**config.mk**
```make
export PLATFORM = sky130hd
export DESIGN_NAME = sdfa_cfg_loader
export DESIGN_NICKNAME = d
export VERILOG_FILES = /design/src/rtl/sdfa_cfg_pkg.sv /design/src/rtl/sdfa_serial_rx.sv /design/src/rtl/sdfa_cfg_loader.sv
export SDC_FILE = /design/constraint.sdc
export NUM_CORES = 1
export LEC_CHECK = 0
export CAP_MARGIN = 10
export CELL_PAD_IN_SITES_DETAIL_PLACEMENT = 1
export CELL_PAD_IN_SITES_GLOBAL_PLACEMENT = 1
export CORE_UTILIZATION = 40
export CTS_CLUSTER_DIAMETER = 40
export DETAILED_ROUTE_END_ITERATION = 8
export PLACE_DENSITY_LB_ADDON = 0.15
export SETUP_SLACK_MARGIN = 0.05
export SYNTH_ARGS = -nofsm -noshare
export SYNTH_HDL_FRONTEND = slang
export SYNTH_HIERARCHICAL = 1
export SYNTH_SLANG_ARGS = --single-unit
export TNS_END_PERCENT = 30
```
**constraint.sdc**
```tcl
create_clock -name clk -period 5.25 [get_ports clk]
set_clock_uncertainty 0.05 [all_clocks]
set_input_delay 1.575 -clock clk [delete_from_list [all_inputs] [get_ports clk]]
set_output_delay 1.575 -clock clk [all_outputs]
set_load 0.02 [all_outputs]
```
**src/rtl/sdfa_cfg_pkg.sv**
```systemverilog
// sdfa_cfg_pkg: shared FSM encoding, default widths and field helpers for
// the SDFA configuration loader.
// SDFA_CFG_PARITY_EN: when defined, every serial word carries a trailing
// even-parity bit.
package sdfa_cfg_pkg;

    typedef enum logic [1:0] {
        IDLE     = 2'd0,
        WAIT_RST = 2'd1,
        RUN      = 2'd2
    } state_e;

    localparam int DEF_MASTER_W   = 29;
    localparam int DEF_BLOCK_W    = 23;
    localparam int DEF_CONV_W     = 3;
    localparam int DEF_LAYER_W    = 3;
    localparam int DEF_NUM_LAYERS = 5;
    localparam int DEF_DEPTH      = 2;

`ifdef SDFA_CFG_PARITY_EN
    localparam int PARITY_BITS = 1;
`else
    localparam int PARITY_BITS = 0;
`endif

    // conv_inf occupies the top CONV_W bits of the master word.
    function automatic int conv_lsb(input int master_w, input int conv_w);
        return master_w - conv_w;
    endfunction

    localparam int DEF_CONV_LSB = conv_lsb(DEF_MASTER_W, DEF_CONV_W);

endpackage

```
**src/rtl/sdfa_serial_rx.sv**
```systemverilog
// sdfa_serial_rx: MSB-first 1-bit deserialiser that holds a completed word
// until the consumer clears it.
// SDFA_CFG_PARITY_EN: frames are W data bits plus one even-parity bit; a
// parity mismatch discards the word.
module sdfa_serial_rx
    import sdfa_cfg_pkg::*;
#(
    parameter int W = DEF_BLOCK_W
) (
    input  logic         clk,
    input  logic         rstn,
    input  logic         valid,
    input  logic         bit_in,
    input  logic         clr,
    output logic [W-1:0] word,
    output logic         word_avail,
    output logic         ovw_err,
    output logic         par_err
);

    localparam int FRAME_W = W + PARITY_BITS;
    localparam int SHIFT_W = W - 1 + PARITY_BITS;
    localparam int CNT_W   = $clog2(FRAME_W);
    localparam logic [CNT_W-1:0] LAST_CNT = CNT_W'(FRAME_W - 1);

    logic [SHIFT_W-1:0] shift_q, shift_d;
    logic [CNT_W-1:0]   cnt_q, cnt_d;
    logic [W-1:0]       word_q, word_d;
    logic               ready_q, ready_d;
    logic [W-1:0]       rx_word;
    logic               done_now;

    // Shift and count the incoming frame; flag the cycle a word completes.
    always_comb begin
        // NOTE: every variable gets a default first so no path can infer a latch.
        shift_d  = shift_q;
        cnt_d    = cnt_q;
        done_now = 1'b0;
        par_err  = 1'b0;
`ifdef SDFA_CFG_PARITY_EN
        // The parity bit is never shifted; the data bits are already complete.
        rx_word = shift_q;
        if (valid) begin
            if (cnt_q == LAST_CNT) begin
                cnt_d = '0;
                if (^{shift_q, bit_in}) par_err  = 1'b1;
                else                    done_now = 1'b1;
            end else begin
                cnt_d   = cnt_q + CNT_W'(1);
                shift_d = {shift_q[SHIFT_W-2:0], bit_in};
            end
        end
`else
        // The last bit goes straight into the word, so only W-1 bits are stored.
        rx_word = {shift_q, bit_in};
        if (valid) begin
            shift_d = rx_word[SHIFT_W-1:0];
            if (cnt_q == LAST_CNT) begin
                cnt_d    = '0;
                done_now = 1'b1;
            end else begin
                cnt_d = cnt_q + CNT_W'(1);
            end
        end
`endif
    end

    // A completed word is offered the same cycle and held until cleared.
    assign word_avail = ready_q | done_now;
    assign word       = done_now ? rx_word : word_q;
    assign ovw_err    = done_now & ready_q;

    // Next-state for the held word and its ready flag.
    always_comb begin
        word_d  = word;
        ready_d = clr ? 1'b0 : word_avail;
    end

    // Register receive state; reset discards any partial word.
    always_ff @(posedge clk or negedge rstn) begin
        if (!rstn) begin
            shift_q <= '0;
            cnt_q   <= '0;
            word_q  <= '0;
            ready_q <= 1'b0;
        end else begin
            // NOTE: sequential state uses <= so every flop samples pre-edge values.
            shift_q <= shift_d;
            cnt_q   <= cnt_d;
            word_q  <= word_d;
            ready_q <= ready_d;
        end
    end

endmodule

```
**src/rtl/sdfa_cfg_loader.sv**
```systemverilog
// sdfa_cfg_loader: deserialises master/block configuration streams, pairs
// them into layer entries buffered in a DEPTH-deep FIFO, and sequences
// layers against the datapath handshakes.
// SDFA_CFG_PARITY_EN: enables per-word even parity in both receivers.
module sdfa_cfg_loader
    import sdfa_cfg_pkg::*;
#(
    parameter int MASTER_W   = DEF_MASTER_W,
    parameter int BLOCK_W    = DEF_BLOCK_W,
    parameter int CONV_W     = DEF_CONV_W,
    parameter int LAYER_W    = DEF_LAYER_W,
    parameter int NUM_LAYERS = DEF_NUM_LAYERS,
    parameter int DEPTH      = DEF_DEPTH
) (
    input  logic                clk,
    input  logic                rstn,
    output logic                set_up_req,
    input  logic                master_inf_valid,
    input  logic                block_inf_valid,
    input  logic                master_in,
    input  logic                block_in,
    input  logic                reset_done,
    input  logic                in_filled,
    input  logic                master_done,
    output logic                ready,
    output logic [BLOCK_W-1:0]  block_inf_out,
    output logic [MASTER_W-1:0] master_inf_out,
    output logic [CONV_W-1:0]   conv_inf,
    output logic [LAYER_W-1:0]  layer,
    output logic                layer_start,
    output logic                cfg_err
);

    localparam int PTR_W    = $clog2(DEPTH);
    localparam int PTR_CW   = PTR_W + 1;
    localparam int CONV_LSB = conv_lsb(MASTER_W, CONV_W);
    localparam logic [LAYER_W-1:0] LAST_LAYER = LAYER_W'(NUM_LAYERS - 1);

    typedef struct packed {
        logic [MASTER_W-1:0] master;
        logic [BLOCK_W-1:0]  block;
    } entry_t;

    // Receivers
    logic [MASTER_W-1:0] m_word;
    logic [BLOCK_W-1:0]  b_word;
    logic m_avail, b_avail, m_ovw, b_ovw, m_par, b_par;
    logic push_req;

    sdfa_serial_rx #(.W(MASTER_W)) u_master_rx (
        .clk        (clk),
        .rstn       (rstn),
        .valid      (master_inf_valid),
        .bit_in     (master_in),
        .clr        (push_req),
        .word       (m_word),
        .word_avail (m_avail),
        .ovw_err    (m_ovw),
        .par_err    (m_par)
    );

    sdfa_serial_rx #(.W(BLOCK_W)) u_block_rx (
        .clk        (clk),
        .rstn       (rstn),
        .valid      (block_inf_valid),
        .bit_in     (block_in),
        .clr        (push_req),
        .word       (b_word),
        .word_avail (b_avail),
        .ovw_err    (b_ovw),
        .par_err    (b_par)
    );

    // An entry forms as soon as both halves are available.
    assign push_req = m_avail & b_avail;

    // FIFO storage and pointers (extra MSB distinguishes full from empty)
    entry_t              fifo_mem [DEPTH];
    logic [PTR_CW-1:0]   wr_ptr_q, wr_ptr_d, rd_ptr_q, rd_ptr_d;
    logic                fifo_empty, fifo_full;
    logic                push_ok, push_drop, pop;
    logic                cfg_err_q, cfg_err_d;
    entry_t              head;

    assign fifo_empty = (wr_ptr_q == rd_ptr_q);
    assign fifo_full  = (wr_ptr_q[PTR_W] != rd_ptr_q[PTR_W]) &&
                        (wr_ptr_q[PTR_W-1:0] == rd_ptr_q[PTR_W-1:0]);
    assign head       = fifo_mem[rd_ptr_q[PTR_W-1:0]];
    assign set_up_req = !fifo_full;

    // Accept or drop the assembled entry, advance pointers, accumulate errors.
    always_comb begin
        push_ok   = push_req && (!fifo_full || pop);
        push_drop = push_req && !push_ok;
        wr_ptr_d  = wr_ptr_q + PTR_CW'(push_ok);
        rd_ptr_d  = rd_ptr_q + PTR_CW'(pop);
        cfg_err_d = cfg_err_q | push_drop | m_ovw | b_ovw | m_par | b_par;
    end

    // Write the FIFO storage array.
    always_ff @(posedge clk) begin
        // NOTE: the storage array has no reset; pointers alone define valid contents.
        if (push_ok) fifo_mem[wr_ptr_q[PTR_W-1:0]] <= entry_t'{master: m_word, block: b_word};
    end

    // Register FIFO pointers and the sticky error flag.
    always_ff @(posedge clk or negedge rstn) begin
        if (!rstn) begin
            wr_ptr_q  <= '0;
            rd_ptr_q  <= '0;
            cfg_err_q <= 1'b0;
        end else begin
            wr_ptr_q  <= wr_ptr_d;
            rd_ptr_q  <= rd_ptr_d;
            cfg_err_q <= cfg_err_d;
        end
    end

    // Layer sequencer state and registered outputs
    state_e              state_q, state_d;
    logic [MASTER_W-1:0] master_act_q, master_act_d;
    logic [BLOCK_W-1:0]  block_act_q, block_act_d;
    logic [LAYER_W-1:0]  layer_q, layer_d;
    logic                ready_q, ready_d;
    logic                layer_start_q, layer_start_d;

    // Sequencer next state: pop in IDLE, await datapath in WAIT_RST, run until done.
    always_comb begin
        state_d       = state_q;
        master_act_d  = master_act_q;
        block_act_d   = block_act_q;
        layer_d       = layer_q;
        ready_d       = ready_q;
        layer_start_d = 1'b0;
        pop           = 1'b0;
        case (state_q)
            IDLE: begin
                if (!fifo_empty) begin
                    pop          = 1'b1;
                    master_act_d = head.master;
                    block_act_d  = head.block;
                    state_d      = WAIT_RST;
                end
            end
            WAIT_RST: begin
                if (reset_done && in_filled) begin
                    state_d       = RUN;
                    ready_d       = 1'b1;
                    layer_start_d = 1'b1;
                end
            end
            RUN: begin
                if (master_done) begin
                    state_d = IDLE;
                    ready_d = 1'b0;
                    layer_d = (layer_q == LAST_LAYER) ? '0 : layer_q + LAYER_W'(1);
                end
            end
            default: state_d = IDLE;
        endcase
    end

    // Register sequencer state and its outputs together.
    always_ff @(posedge clk or negedge rstn) begin
        if (!rstn) begin
            state_q       <= IDLE;
            master_act_q  <= '0;
            block_act_q   <= '0;
            layer_q       <= '0;
            ready_q       <= 1'b0;
            layer_start_q <= 1'b0;
        end else begin
            state_q       <= state_d;
            master_act_q  <= master_act_d;
            block_act_q   <= block_act_d;
            layer_q       <= layer_d;
            ready_q       <= ready_d;
            layer_start_q <= layer_start_d;
        end
    end

    assign ready          = ready_q;
    assign master_inf_out = master_act_q;
    assign block_inf_out  = block_act_q;
    assign conv_inf       = master_act_q[CONV_LSB +: CONV_W];
    assign layer          = layer_q;
    assign layer_start    = layer_start_q;
    assign cfg_err        = cfg_err_q;

endmodule

```
After elaboration in Yosys (flattened, before gate mapping)
Memory sizes are Yosys's and may differ from the RTL's. A register that Yosys moved wholly into a read port is not among the register bits.
Index checks and enable logic that the tools add are counted.
- register bits: 126
- memory bits (writable): 104
- input port bits: 9
- output and inout port bits: 62
- word-level logic and storage cells: 79
- memories kept: 1
- $add $sub $neg: 5
- equal/unequal tests: 11
- mux-type cells: 24
- bitwise logic cells: 9
- reduce and logical (&&, ||, !) cells: 14
- memories (name ; words ; bits a word ; rd ports ; clocked after Yosys merged registers in ; wr ports ; line ; RTL):
    fifo_mem ; 2 ; 52 ; 1 ; 1 ; 1 ; sdfa_cfg_loader.sv:78 ; entry_t fifo_mem [DEPTH];
- operator list (cell ; number):
    two-way mux 29 bit ; 1
    two-way mux 23 bit ; 1
    two-way mux 1 bit ; 14
    adder 5 x 1 -> 5 bit (second input constant) ; 2
    == test 5 bit (second input constant) ; 2
    two-way mux 5 bit ; 2
    two-way mux 2 bit ; 3
    != test 2 bit (second input constant) ; 3
    case mux 2 bit (3 select lines) ; 1
    AND reduction 3 bit ; 2
    OR 1 bit ; 5
    adder 2 x 1 -> 2 bit ; 2
    logical AND 1 bit ; 4
    AND reduction 2 bit ; 2
    adder 3 x 1 -> 3 bit (second input constant) ; 1
    AND 1 bit ; 3
    == test 3 bit (second input constant) ; 1
    logical NOT 1 bit ; 3
    two-way mux 3 bit ; 1
    == test 2 x 1 -> 1 bit (second input constant) ; 1
    == test 2 bit ; 1
    == test 2 bit (second input constant) ; 1
    logical NOT 2 bit ; 1
    case mux 1 bit (2 select lines) ; 1
    other kinds (5) ; 5

Longest topological paths before layout
- depth in word-level cells: 11
- gate-level depth with buffers: 11
- depth with buffers taken out: 9

By module
Netlist, hierarchy kept.
- by module, submodules not included (module ; instances ; cells each ; area an instance (um2) ; sequential area each (um2)):
    sdfa_cfg_loader ; 1 ; 324 ; 6515.0 ; 4724.5
    sdfa_serial_rx at u_master_rx ; 1 ; 153 ; 2542.4 ; 1576.5
    sdfa_serial_rx at u_block_rx ; 1 ; 129 ; 2082.0 ; 1276.2

Worst setup path after synthesis
Ideal clock, no wire load.
- path type: input to register
- start: input port master_inf_valid
- end: memory fifo_mem[1][0] in the netlist's numbering, enable pin
- setup time: 417 ps
- data arrival time: 4032 ps
- required time: 4783 ps
- path slack: 751 ps
- stages: 9
- buffers on the path: 3
- cell sequence: buf_6 -> and3_4 -> and3_4 -> buf_6 -> buf_6 -> or2_2 -> and2_1 -> nor2b_1 -> ha_1
- word-level cells in the longest chain between the ends: 6
- RTL lines (item ; line ; RTL):
    start, declared ; sdfa_cfg_loader.sv:18 ; input logic master_inf_valid,
    two-way mux 1 bit ; sdfa_serial_rx.sv:56 ; if (valid) begin
    OR 1 bit ; sdfa_serial_rx.sv:69 ; assign word_avail = ready_q | done_now;
    via m_avail ; sdfa_cfg_loader.sv:47 ; logic m_avail, b_avail, m_ovw, b_ovw, m_par, b_par;
    AND 1 bit ; sdfa_cfg_loader.sv:75 ; assign push_req = m_avail & b_avail;
    via push_req ; sdfa_cfg_loader.sv:48 ; logic push_req;
    logical AND 1 bit ; sdfa_cfg_loader.sv:93 ; push_ok = push_req && (!fifo_full || pop);
    two-way mux 1 bit ; sdfa_cfg_loader.sv:103 ; if (push_ok) fifo_mem[wr_ptr_q[PTR_W-1:0]] <= entry_t'{master: m_word, block: b_word};
    two-way mux 1 bit (not written as such) ; sdfa_cfg_loader.sv:103 ;
    end, declared ; sdfa_cfg_loader.sv:78 ;
The timed path passes the listed nets, and every way through them passes these cells.

Final worst setup path
- start: input port master_inf_valid
- end: memory fifo_mem[1][29] in the netlist's numbering, enable pin
Same word-level chain as after synthesis.

==> impl_metrics.toml <==
[global_route]
grt_max_degree = 105
first_global_vias = 5867
grtUsageTotal = 0.151
overflow = 0
grt_antenna_before_repair = 0
grt_pass1_wl_um = 33400

[min_path]
worstHoldStart = "rd_ptr_q[1]"
hp-class = "reg -> reg"

[logic_synthesis]
synth_edf_count = 104
ys_warn_count = 6
ys_seq_area_frac = 0.680
synthAdderAreaFrac = 0.0101
synthesis.area_um2 = 11100
synth_compound_area_frac = 0.0143
syn_inst = 606
synth_top_family_by_area = "multiplexers"
synth_xor_area_frac = 0.00618
synthMuxAreaShare = 0.240
syn_area_per_cell_um2 = 18.4
ys_ff_latch = 282
ys.flop_type = "dfrtp_1"
synth_cell_types = 45
syn-num-nets = 624
synthArstFlopShare = 0.631
synth_simple_gate_area_frac = 0.0180

[cells_and_area]
finalNonFillerCells = 1097
diodes = 0
synthToLayoutAreaGrowth_pct = 20.8
final_nets = 713
final_area_um2 = 13500
nFillCells = 2486
fin_util = 0.496
drive_gt1_frac = 0.400

[timing]
setup_violations = 0
slew_violations = 0
slew-limit-headroom = 0.372
period_share = 0.706
hold_viol_final = 0
fmax_ghz = 0.270
rsz0062_at_grt = "no"
final.min_clock_period_ns = 3.71
worst_pin_slew_ns = 0.942
whs_ns = 0.432
tns_ns = 0

[setup_path]
crit_start = "master_inf_valid"
worstSetupStartpointType = "input port"
cp.arrival_ns = 3.84
worst_setup_path_end_kind = "flip-flop"
cp_max_fo = 35
required_ns = 5.38
r2r-start = "u_block_rx/cnt_q[0]"
critical_path_class = "in -> reg"

[power_and_ir_drop]
ir_drop_uv = 386
power_density_nw_per_um2 = 652
power.leakage_nw = 5.56

[clocking]
cts_tree = "done"
cts_buffers = 38
htree_levels = 2
cts_post_setup_buffers_inserted = 0
cts_sinks = 282
clk_latency_ns = 0.51
hold_buffers = 0
clk_pin_slew_ns = 0.05
cts_buffer_depth = 3
root_buffer = "clkbuf_16"
post_cts_resized = 0

[route]
dr.pass1.iters = 4
wire_per_inst_um = 18.2
route.detailed.drc = 0
vias = 5267
ant_nets = 0
finalWirelength_um = 20000
drt-vias-per-instance = 4.80
dr.first_iter.drc_count = 153

[die]
die_area_um2 = 28500
core_area_um2 = 27100
start_util = 0.411
die_h_um = 169
placementRows = 60
io_pins = 71
die_x_um = 169

[placement]
dpl_cell_area_um2 = 12100
dp.cells = 1027
dp_hpwl_um = 11800
portBuffers = 70
gp_congestion = 0.726

[status]
run_status = "completed"

[job]
cap_violations = 0
## power by group
part           switching (mW)  internal [mW]  total (mW)
Combinational            1.19           1.56        2.75
Clock                   0.938           1.65        2.59
Sequential              0.396           3.04        3.44
## placed cells by master, fill, tap and decap left out, types with 4 or more instances in the layout
master,instances
clkbuf_1,4
nand2_1,7
nor2_1,5
xor2_1,4
clkdlybuf4s50_1,69
mux2_1,4
buf_4,8
o21ai_0,6
ha_1,7
clkbuf_16,41
inv_1,11
mux2_4,89
clkinv_1,5
bufinv_16,4
clkinv_2,4
mux2_2,115
dfrtp_1,177
edfxtp_1,104
## per-stage QoR
stage               total power, mW  setup slack [ns]
finish                         8.78              1.54
global route                   9.25              1.40
CTS                            8.92              1.53
detailed placement             6.26              1.01
global placement               6.15              1.06
floorplan                      5.43             0.751
## final cells by class
cell class                 count  area [um^2]  share of cell area
timing repair buffer          81          825              0.0613
clock inverter                23          240              0.0179
tap                          372          465              0.0346
clock buffer                  47         1070              0.0794
inverter                      11         41.3             0.00307
multi-input combinational    281         3240               0.241
sequential                   282         7580               0.563
## state kept, by name, indices dropped and copies added, names as in the netlist, 2 cells and up
signal,count
block_inf_out,23
fifo_mem,104
layer,3
master_inf_out,29
rd_ptr_q,2
state_q,2
u_block_rx/cnt_q,5
u_block_rx/shift_q,22
u_block_rx/word_q,23
u_master_rx/cnt_q,5
u_master_rx/shift_q,28
u_master_rx/word_q,29
wr_ptr_q,2
## logic make-up after synthesis
logic type	Yosys count
AOI/OAI and AO/OA	22
buffers and inverters	43
xor gates and xnor gates	7
other	2
DFF	282
and+or+nand+nor	33
muxes	208
adders and majority gates	9
## cell usage after synthesis, types with 5 or more instances
cell type / n / area share
ha_1: 9 / 0.010
buf_4: 5 / 0.0034
mux2_2: 115 / 0.12
o21ai_0: 6 / 0.0027
nand2_1: 7 / 0.0024
inv_1: 11 / 0.0037
mux2_4: 89 / 0.12
clkbuf_1: 8 / 0.0027
buf_12: 5 / 0.0090
dfrtp_1: 178 / 0.40
buf_6: 10 / 0.010
nor2_1: 5 / 0.0017
edfxtp_1: 104 / 0.28
## worst paths after layout
check / cells past startpoint / slack, ns / end
max: 8 / 1.54 / fifo_mem[1][29]
min: 1 / 0.43 / rd_ptr_q[1]
max reg2reg: 9 / 2.30 / fifo_mem[1][29]
min reg2reg: 1 / 0.43 / rd_ptr_q[1]
max in group asynchronous: 2 / 2.99 / u_block_rx/word_q[3]
min in group asynchronous: 1 / 1.07 / block_inf_out[9]
## routing by layer
metal,GRT usage,up-vias,wire length [um]
met5,0,-,0
met4,0.0482,0,436
met3,0.0288,34,638
met2,0.245,85,9670
met1,0.204,2766,9280
li1,-,2382,-
## critical path, stage by stage
cell             delay, ns
clkdlybuf4s50_1       0.49
and3_4                0.20
and3_4                0.18
or2_2                 0.09
and2_1                0.18
nor2b_1               0.22
ha_2                  0.57
buf_12                0.31
(Power assumes the default switching activity.)
